<file path="config.mk">
export PLATFORM = sky130hd
export DESIGN_NAME = rom_read_ctrl_flat
export DESIGN_NICKNAME = d
export VERILOG_FILES = /design/src/rtl/rom_read_ctrl_pkg.sv /design/src/rtl/rom_read_ctrl_if.sv /design/src/rtl/rom_read_ctrl_rsp_fifo.sv /design/src/rtl/rom_read_ctrl.sv /design/src/flat_wrapper.sv
export SDC_FILE = /design/constraint.sdc
export NUM_CORES = 1
export LEC_CHECK = 0
export BUFFER_PORTS_ARGS = -buffer_cell sky130_fd_sc_hd__buf_2
export CAP_MARGIN = 5
export CORE_MARGIN = 3
export CORE_UTILIZATION = 49
export DETAILED_ROUTE_END_ITERATION = 10
export GPL_TIMING_DRIVEN = 0
export PLACE_DENSITY = 0.77
export SYNTH_ARGS = -nofsm -noshare
export SYNTH_HDL_FRONTEND = slang
export SYNTH_HIERARCHICAL = 1
export SYNTH_SLANG_ARGS = --single-unit
</file>
<file path="constraint.sdc">
create_clock -name clk -period 6.2 [get_ports clk]
set_clock_uncertainty 0.15 [all_clocks]
set_input_delay 0.31 -clock clk [delete_from_list [all_inputs] [get_ports clk]]
set_output_delay 0.31 -clock clk [all_outputs]
set_load 0.02 [all_outputs]
</file>
<file path="src/rtl/rom_read_ctrl_pkg.sv">
// Shared types for the 128x64 ROM read front-end.
package rom_ctrl_pkg;
    localparam int ROM_AW = 7;
    localparam int ROM_DW = 64;

    typedef logic [ROM_AW-1:0] rom_adr_t;
    typedef logic [ROM_DW-1:0] rom_word_t;
endpackage

</file>
<file path="src/rtl/rom_read_ctrl_if.sv">
// Request/response bus between a requester (master) and rom_read_ctrl (slave).
interface rom_read_ctrl_if;
    import rom_ctrl_pkg::*;

    // A transfer happens on a clock edge where Valid and Ready are both high;
    // once Valid is raised the payload holds until that edge, and Ready never
    // depends combinationally on the opposite channel.
    logic      ReqValid;
    logic      ReqReady;
    rom_adr_t  ReqAdr;
    logic      RspValid;
    logic      RspReady;
    rom_word_t RspData;

    modport master (
        output ReqValid, ReqAdr, RspReady,
        input  ReqReady, RspValid, RspData
    );

    modport slave (
        input  ReqValid, ReqAdr, RspReady,
        output ReqReady, RspValid, RspData
    );
endinterface

</file>
<file path="src/rtl/rom_read_ctrl_rsp_fifo.sv">
// Circular response buffer with wrap-around pointers and a synchronous clear.
module rom_rsp_fifo
    import rom_ctrl_pkg::*;
#(
    parameter int DEPTH = 2
) (
    input  logic                         clk,
    input  logic                         reset,
    input  logic                         Clear,
    input  logic                         Push,
    input  rom_word_t                    PushData,
    input  logic                         Pop,
    output rom_word_t                    Head,
    output logic [$clog2(DEPTH+1)-1:0]   Count
);
    localparam int PW = (DEPTH > 1) ? $clog2(DEPTH) : 1;
    localparam int CW = $clog2(DEPTH+1);

    rom_word_t      r_mem [DEPTH];
    logic [PW-1:0]  r_wr_ptr;
    logic [PW-1:0]  r_rd_ptr;
    logic [CW-1:0]  r_count;

    function automatic logic [PW-1:0] next_ptr(input logic [PW-1:0] p);
        return (p == PW'(DEPTH-1)) ? '0 : p + PW'(1);
    endfunction

    always_ff @(posedge clk or posedge reset) begin
        if (reset) begin
            r_wr_ptr <= '0;
            r_rd_ptr <= '0;
            r_count  <= '0;
        end else if (Clear) begin
            r_wr_ptr <= '0;
            r_rd_ptr <= '0;
            r_count  <= '0;
        end else begin
            if (Push) r_wr_ptr <= next_ptr(r_wr_ptr);
            if (Pop)  r_rd_ptr <= next_ptr(r_rd_ptr);
            case ({Push, Pop})
                2'b10:   r_count <= r_count + CW'(1);
                2'b01:   r_count <= r_count - CW'(1);
                default: r_count <= r_count;
            endcase
        end
    end

    // Data storage needs no reset; only entries behind a valid count are read.
    always_ff @(posedge clk) begin
        if (Push && !Clear) r_mem[r_wr_ptr] <= PushData;
    end

    assign Head  = r_mem[r_rd_ptr];
    assign Count = r_count;

    a_no_overflow: assert property (@(posedge clk) disable iff (reset)
        !(Push && !Clear && (r_count == CW'(DEPTH))));
endmodule

</file>
<file path="src/rtl/rom_read_ctrl.sv">
// Valid/ready front-end for a synchronous ROM: credit cap, bypass mux, ROM drive.
module rom_read_ctrl
    import rom_ctrl_pkg::*;
#(
    parameter int DEPTH  = 2,
    parameter int BYPASS = 1
) (
    input  logic              clk,
    input  logic              reset,
    input  logic              Flush,
    rom_read_ctrl_if.slave    bus,
    output logic              RomCEB,
    output rom_adr_t          RomA,
    input  rom_word_t         RomQ
);
    localparam int CW = $clog2(DEPTH+1);

    logic           r_in_flight;
    rom_adr_t       r_last_adr;
    logic [CW-1:0]  w_count;
    logic [CW:0]    w_outstanding;
    rom_word_t      w_head;
    logic           w_accept;
    logic           w_bypass;
    logic           w_push;
    logic           w_pop;

    // Credits come from registered state only, so ReqReady never sees RspReady.
    assign w_outstanding = {1'b0, w_count} + (CW+1)'(r_in_flight);
    assign bus.ReqReady  = !reset && !Flush && (w_outstanding < (CW+1)'(DEPTH));
    assign w_accept      = bus.ReqValid && bus.ReqReady;

    assign RomCEB = !w_accept;
    assign RomA   = w_accept ? bus.ReqAdr : r_last_adr;

    assign w_bypass     = (BYPASS != 0) && (w_count == '0) && r_in_flight;
    assign bus.RspValid = !Flush && (w_bypass || (w_count != '0));
    assign bus.RspData  = w_bypass ? RomQ : w_head;

    // A stalled bypass word drops into the buffer and becomes the stable head.
    assign w_push = r_in_flight && !Flush && !(w_bypass && bus.RspReady);
    assign w_pop  = bus.RspValid && bus.RspReady && (w_count != '0);

    always_ff @(posedge clk or posedge reset) begin
        if (reset) begin
            r_in_flight <= 1'b0;
            r_last_adr  <= '0;
        end else begin
            r_in_flight <= w_accept;
            if (w_accept) r_last_adr <= bus.ReqAdr;
        end
    end

    rom_rsp_fifo #(.DEPTH(DEPTH)) u_fifo (
        .clk      (clk),
        .reset    (reset),
        .Clear    (Flush),
        .Push     (w_push),
        .PushData (RomQ),
        .Pop      (w_pop),
        .Head     (w_head),
        .Count    (w_count)
    );
endmodule

</file>
<file path="src/flat_wrapper.sv">
// flat-port wrapper written by rule: the top's interface ports become plain ports
module rom_read_ctrl_flat import rom_ctrl_pkg::*;
#(
    parameter int DEPTH  = 2,
    parameter int BYPASS = 1
)
  (clk, reset, Flush, RomCEB, RomA, RomQ, bus_ReqValid, bus_ReqAdr, bus_RspReady, bus_ReqReady, bus_RspValid, bus_RspData);
  rom_read_ctrl_if bus_i ();
  input  logic clk;
  input  logic reset;
  input  logic Flush;
  output logic RomCEB;
  output rom_adr_t RomA;
  input  rom_word_t RomQ;
  input wire logic [$bits(bus_i.ReqValid)-1:0] bus_ReqValid;
  input wire logic [$bits(bus_i.ReqAdr)-1:0] bus_ReqAdr;
  input wire logic [$bits(bus_i.RspReady)-1:0] bus_RspReady;
  output wire logic [$bits(bus_i.ReqReady)-1:0] bus_ReqReady;
  output wire logic [$bits(bus_i.RspValid)-1:0] bus_RspValid;
  output wire logic [$bits(bus_i.RspData)-1:0] bus_RspData;
  assign bus_i.ReqValid = bus_ReqValid;
  assign bus_i.ReqAdr = bus_ReqAdr;
  assign bus_i.RspReady = bus_RspReady;
  assign bus_ReqReady = bus_i.ReqReady;
  assign bus_RspValid = bus_i.RspValid;
  assign bus_RspData = bus_i.RspData;
  rom_read_ctrl #(.DEPTH(DEPTH), .BYPASS(BYPASS)) u_core (.clk(clk), .reset(reset), .Flush(Flush), .bus(bus_i), .RomCEB(RomCEB), .RomA(RomA), .RomQ(RomQ));
endmodule
</file>
# ---- Yosys cells after proc, flatten, opt, wreduce, memory -nomap -nowiden
# Memories as Yosys holds them, arrays and structs flattened.
# Cells that the tools add are included.
# W data, S select, Z words.
dict set report totals {
  ff_bits 12
  mem_bits_rw 128
  word_cells 47
  n_memories 1
}
# name words word_bits rd rd_ports_with_merged_regs write_ports line_no
set memory_table {}
lappend memory_table {u_core.u_fifo.r_mem 2 64 1 0 1 rom_read_ctrl_rsp_fifo.sv:19} ;# rom_word_t r_mem [DEPTH];
dict set report classes {
  addsub 5
  n_lt_le_gt_ge 1
  eq_ne 2
  n_mux 12
  reduce_logical 21
}
# operator n
set op_table {}
lappend op_table {{$mux W64} 1}
lappend op_table {{$logic_and A1 B1 Y1} 11}
lappend op_table {{$mux W1} 8}
lappend op_table {{$mux W7} 1}
lappend op_table {{$reduce_bool A2 Y1} 3}
lappend op_table {{$logic_not A1 Y1} 4}
lappend op_table {{$pmux W2 S2} 1}
lappend op_table {{$add A2 B1 Y3} 1}
lappend op_table {{$lt A3 B2 Y1 const B} 1}
lappend op_table {{$reduce_bool A3 Y1} 1}
lappend op_table {{$add A1 B1 Y1 const B} 2}
lappend op_table {{$add A2 B1 Y2 const B} 1}
lappend op_table {{$eq A2 B1 Y1 const B} 1}
lappend op_table {{$eq A2 B2 Y1 const B} 1}
lappend op_table {{$logic_not A2 Y1} 1}
lappend op_table {{$mux W2} 1}
lappend op_table {{$sub A2 B1 Y2 const B} 1}
lappend op_table {{$logic_or A1 B1 Y1} 1}

# ---- Longest topological paths before layout
dict set report logic_depth {
  depth_word 9
  ltp_mapped 5
  mapped_depth_nobuf 5
}

# ---- Hierarchy
# Netlist, hierarchy kept.
# module n_inst cells_per_inst area_each_um2 seq_area_each_um2
set by_module_without_submodules {}
lappend by_module_without_submodules {rom_rsp_fifo 1 219 5032.3 3943.8}
lappend by_module_without_submodules {rom_read_ctrl 1 97 1387.6 200.2}

# ---- Worst setup path after synthesis
# No wires, ideal clock.
dict set report synth_timing {
  kind {register to register}
  from {register u_core.u_fifo.r_count[0] (netlist: u_core/u_fifo/Count[0])}
  to {memory u_core/u_fifo/r_mem[0][0] in the netlist's numbering (enable)}
  setup_time_ns 0.578
  t_arrival_ns 5.617
  path_slack_ns -0.145
  stages_incl_launch_ff 4
  path_buffers 0
  period_less_slack_ns 6.345
  path_cell_list {dfrtp_1 -> nor2_1 -> a21oi_1 -> nor3b_1}
}
dict set report synth_via {
  elab_chain_cells 8
}
# element line_no
set synth_rtl {}
lappend synth_rtl {{start: declaration} rom_read_ctrl_rsp_fifo.sv:22} ;# logic [CW-1:0] r_count;
lappend synth_rtl {{start signal: assignment} rom_read_ctrl_rsp_fifo.sv:41} ;# 2'b10: r_count <= r_count + CW'(1);
lappend synth_rtl {{start signal: assignment} rom_read_ctrl_rsp_fifo.sv:42} ;# 2'b01: r_count <= r_count - CW'(1);
lappend synth_rtl {{start signal: assignment} rom_read_ctrl_rsp_fifo.sv:43} ;# default: r_count <= r_count;
lappend synth_rtl {{$logic_not A2 Y1} rom_read_ctrl.sv:36} ;# assign w_bypass = (BYPASS != 0) && (w_count == '0) && r_in_flight;
lappend synth_rtl {{$logic_and A1 B1 Y1} rom_read_ctrl.sv:36}
lappend synth_rtl {{$logic_and A1 B1 Y1} rom_read_ctrl.sv:41} ;# assign w_push = r_in_flight && !Flush && !(w_bypass && bus.RspReady);
lappend synth_rtl {{$logic_not A1 Y1} rom_read_ctrl.sv:41}
lappend synth_rtl {{$logic_and A1 B1 Y1} rom_read_ctrl.sv:41}
lappend synth_rtl {{net u_core.w_push} rom_read_ctrl.sv:25} ;# logic w_push;
lappend synth_rtl {{$logic_and A1 B1 Y1} rom_read_ctrl_rsp_fifo.sv:50} ;# if (Push && !Clear) r_mem[r_wr_ptr] <= PushData;
lappend synth_rtl {{$mux W1} rom_read_ctrl_rsp_fifo.sv:50}
lappend synth_rtl {{$mux W1 (not written as such)} rom_read_ctrl_rsp_fifo.sv:50}
lappend synth_rtl {{end: declaration} rom_read_ctrl_rsp_fifo.sv:19}
# The timed path passes the listed nets, and every way through them passes these cells.

# ---- Worst setup path after layout
dict set report layout_timing {
  from {register u_core.u_fifo.r_count[0] (netlist: u_core/u_fifo/Count[0])}
  to {memory u_core/u_fifo/r_mem[0][8] in the netlist's numbering (enable)}
}
# Same word-level chain as after synthesis.

==> impl_metrics.ini <==
[synth]
syn_nets = 392
yosys-top-cells-area = edfxtp_1, mux2_4, dfrtp_1
synth_top_area_share_pct = 59.87
synth_warnings = 6
synth-seq-area-share_pct = 64.55
synth_area_mm2 = 0.006420
synthesis.instances = 316
ys_async_sr_fraction_pct = 8.571
synth_common_cells = edfxtp_1, mux2_4, mux2_2, buf_6, dfrtp_1
synth-edff-count = 128
yosysMostFrequentCell = edfxtp_1
synth_top_area_cell = edfxtp_1
synth.distinct_cells = 20
synth_seq_cells = 140
ys.flop_type = edfxtp_1
syn_avg_cell_area_um2 = 20.32

[placement]
hpwlAfterDp_um = 7711
place_area_mm2 = 0.007501
io_buffer_count = 149
gp_congestion = 0.7140

[clock_network]
cts_sinks = 140
path_clk_slew_ns = 0.06
cts_root_buf = clkbuf_16
cts_tree = done
clock_latency_ns = 0.41
numCtsBuffers = 17
h-tree-depth = 4
cts_buffer_depth = 2
ctsResizeCount = 0

[floorplan]
io_pins = 150
num_rows = 41
die_height_um = 120.5
start_util_pct = 50.46
die_width_um = 120.5
core_mm2 = 0.01272
die_area_mm2 = 0.01451

[critical_path]
cp-endpoint = u_core/u_fifo/r_mem[0][8]
worstPathCellList = nor2_1 > a21oi_1 > nor3b_4 > buf_16 > buf_8
r2r_cells = 5
critPathMaxFanout = 15
cp_data_arrival_time_ns = 2.55
r2r_end = u_core/u_fifo/r_mem[0][8]
critPathMaxStageDelay_ns = 0.65
critPathLaunch = u_core/u_fifo/Count[0]
critical_path.endpoint_type = register
rrSetupSlack_ns = 3.61
cpMaxStageDelayCell = nor3b_4
cp-start-kind = register
worstPathRequired_ns = 6.17
criticalPathCategory = register to register
r2r_start = u_core/u_fifo/Count[0]

[global_route]
grt_pass1_wl_um = 19670
grt_max_degree = 39
grt_overflow = 0
gr-usage-all-layers_pct = 17.59
grt_pass1_vias = 3963
antenna_found_initial = 0

[sta]
period_needed_ns = 2.588
rsz0062_at_grt = no
finalHoldViolations = 0
clock.fmax_ghz = 0.3864
post-route-period-util_pct = 41.74
max_slew_margin_pct = 57.70
worst_pin_slew_ns = 0.6338
slew_violations = 0
tns_ns = 0
setup_viol = 0

[final_layout]
diodes = 0
drive_above_1_share_pct = 58.01
finalInstanceArea_mm2 = 0.008796
num-fill-cells = 853
syn_to_final_growth_pct = 37.01
nets = 637

[min_path]
min_path_type = primary input to register
whs_path_depth = 3

[power]
leakage_nw = 3.539
power_frac_comb_pct = 10.8
intPower_mw = 1.798
power.density_mw_per_mm2 = 258.3
switching_power_mw = 0.4740
ir_drop_mv = 0.1454
clkPwrFrac_pct = 42.9
seq_power_share_pct = 46.2
swShare_pct = 20.86

[detailed_routing]
drc = 0
totalWireLength_um = 12540
vias = 3684
drt_iter0_markers = 220
vias_per_cell = 4.938
wire_per_inst_um = 16.82
ant_nets = 0
drtPass1Iterations = 4

[run_status]
outcome = finished clean

[job]
maxCapViolCount = 0
[repair_timing]
action | CTS | global route
hold buffers | 72 | 0
endpoints found under the hold margin | 147 | 0
buffers inserted | 0 | 0
[metal layers]
layer	track usage (%)	share of wire, %	up-vias
met5	0	0	-
met4	7.578	2.0	0
met3	4.677	5.4	23
met2	29.72	51	122
met1	21.30	42	1813
li1	-	-	1726
[per-stage QoR]
step	setup slack [ns]	total power, mW	util [%]	cells	hold slack, ns
floorplan	2.134	1.201	-	316	-0.07392
global placement	0.5516	1.272	58.05	637	0.08965
detailed placement	3.582	1.280	58.96	642	0.09755
CTS	3.589	2.292	69.14	746	0.01072
global route	3.500	2.352	69.14	746	0.04802
finish	3.612	2.272	69.14	746	0.04263
[power by group through the flow]
| stage | Combinational (mW) | Sequential, mW | Clock [mW] |
|---|---|---|---|
| 2_1_floorplan | 0.132 | 1.07 | 0 |
| 3_3_place_gp | 0.203 | 1.07 | 0 |
| 3_5_place_dp | 0.210 | 1.07 | 0 |
| 4_1_cts | 0.246 | 1.05 | 0.996 |
| 5_1_grt | 0.262 | 1.05 | 1.04 |
| 6_report | 0.246 | 1.05 | 0.975 |
[worst min path at each step]
stage | startpoint | endpoint | slack (ns)
detailed placement | reset | u_core/u_fifo/Count[1] | 0.1
finish | bus_ReqValid | u_core/r_in_flight | 0.04
CTS | bus_ReqValid | u_core/r_in_flight | 0.01
floorplan | reset | u_core/u_fifo/Count[0] | -0.07
global route | bus_ReqValid | u_core/r_in_flight | 0.05
global placement | reset | u_core/u_fifo/Count[0] | 0.09
[state kept, by name (all words and copies together) (netlist names)]
name                    count
u_core/u_fifo/r_mem       128
u_core/r_in_flight          1
u_core/u_fifo/r_wr_ptr      1
u_core/u_fifo/r_rd_ptr      1
u_core/u_fifo/Count         2
u_core/r_last_adr           7
[cells in the final DEF, fill, tap and decap left out, types with 2 or more instances in the layout]
| cell | Yosys | routed |
|---|---|---|
| and2_1 | 2 | 2 |
| buf_16 | 0 | 2 |
| buf_2 | 1 | 150 |
| buf_6 | 13 | 13 |
| buf_8 | 0 | 2 |
| bufinv_16 | 0 | 2 |
| clkbuf_1 | 0 | 6 |
| clkbuf_16 | 0 | 17 |
| clkbuf_8 | 0 | 3 |
| dfrtp_1 | 12 | 12 |
| dlygate4sd3_1 | 0 | 72 |
| edfxtp_1 | 128 | 128 |
| inv_1 | 3 | 3 |
| mux2_2 | 25 | 25 |
| mux2_4 | 110 | 110 |
| nor2_1 | 5 | 5 |
| nor3_1 | 3 | 3 |
| nor3b_1 | 3 | 2 |
| xnor2_1 | 2 | 2 |
[critical path: cells and delay by family, from the launching register on]
family / cells / cell delay, ns
AOI/OAI and AO/OA: 1 / 0.46
DFF: 1 / 0.49
and+or+nand+nor: 2 / 0.77
buffers and inverters: 2 / 0.41
[area by class of cell]
type / instances / area, µm² / share of cell area, %
Timing Repair Buffer: 226 / 1572 / 17.87
Clock inverter: 6 / 85.08 / 0.9673
Tap cell: 172 / 215.2 / 2.447
Buffer: 14 / 151.4 / 1.721
Clock buffer: 26 / 489.2 / 5.562
Inverter: 3 / 11.26 / 0.1280
Sequential cell: 140 / 4144 / 47.11
Multi-Input combinational cell: 159 / 2128 / 24.20
[logic make-up (layout without fill, tap and decap cells)]
| kind of cell | count (synthesis) | count (layout) | synth area share (%) |
|---|---|---|---|
| buffers and inverters | 17 | 275 | 2.534 |
| DFF | 140 | 140 | 64.55 |
| xor gates and xnor gates | 3 | 3 | 0.4094 |
| and+or+nand+nor | 18 | 18 | 1.812 |
| AOI/OAI and AO/OA | 3 | 3 | 0.5846 |
| muxes | 135 | 135 | 30.11 |
No activity file was read; power rests on OpenSTA's default activity.
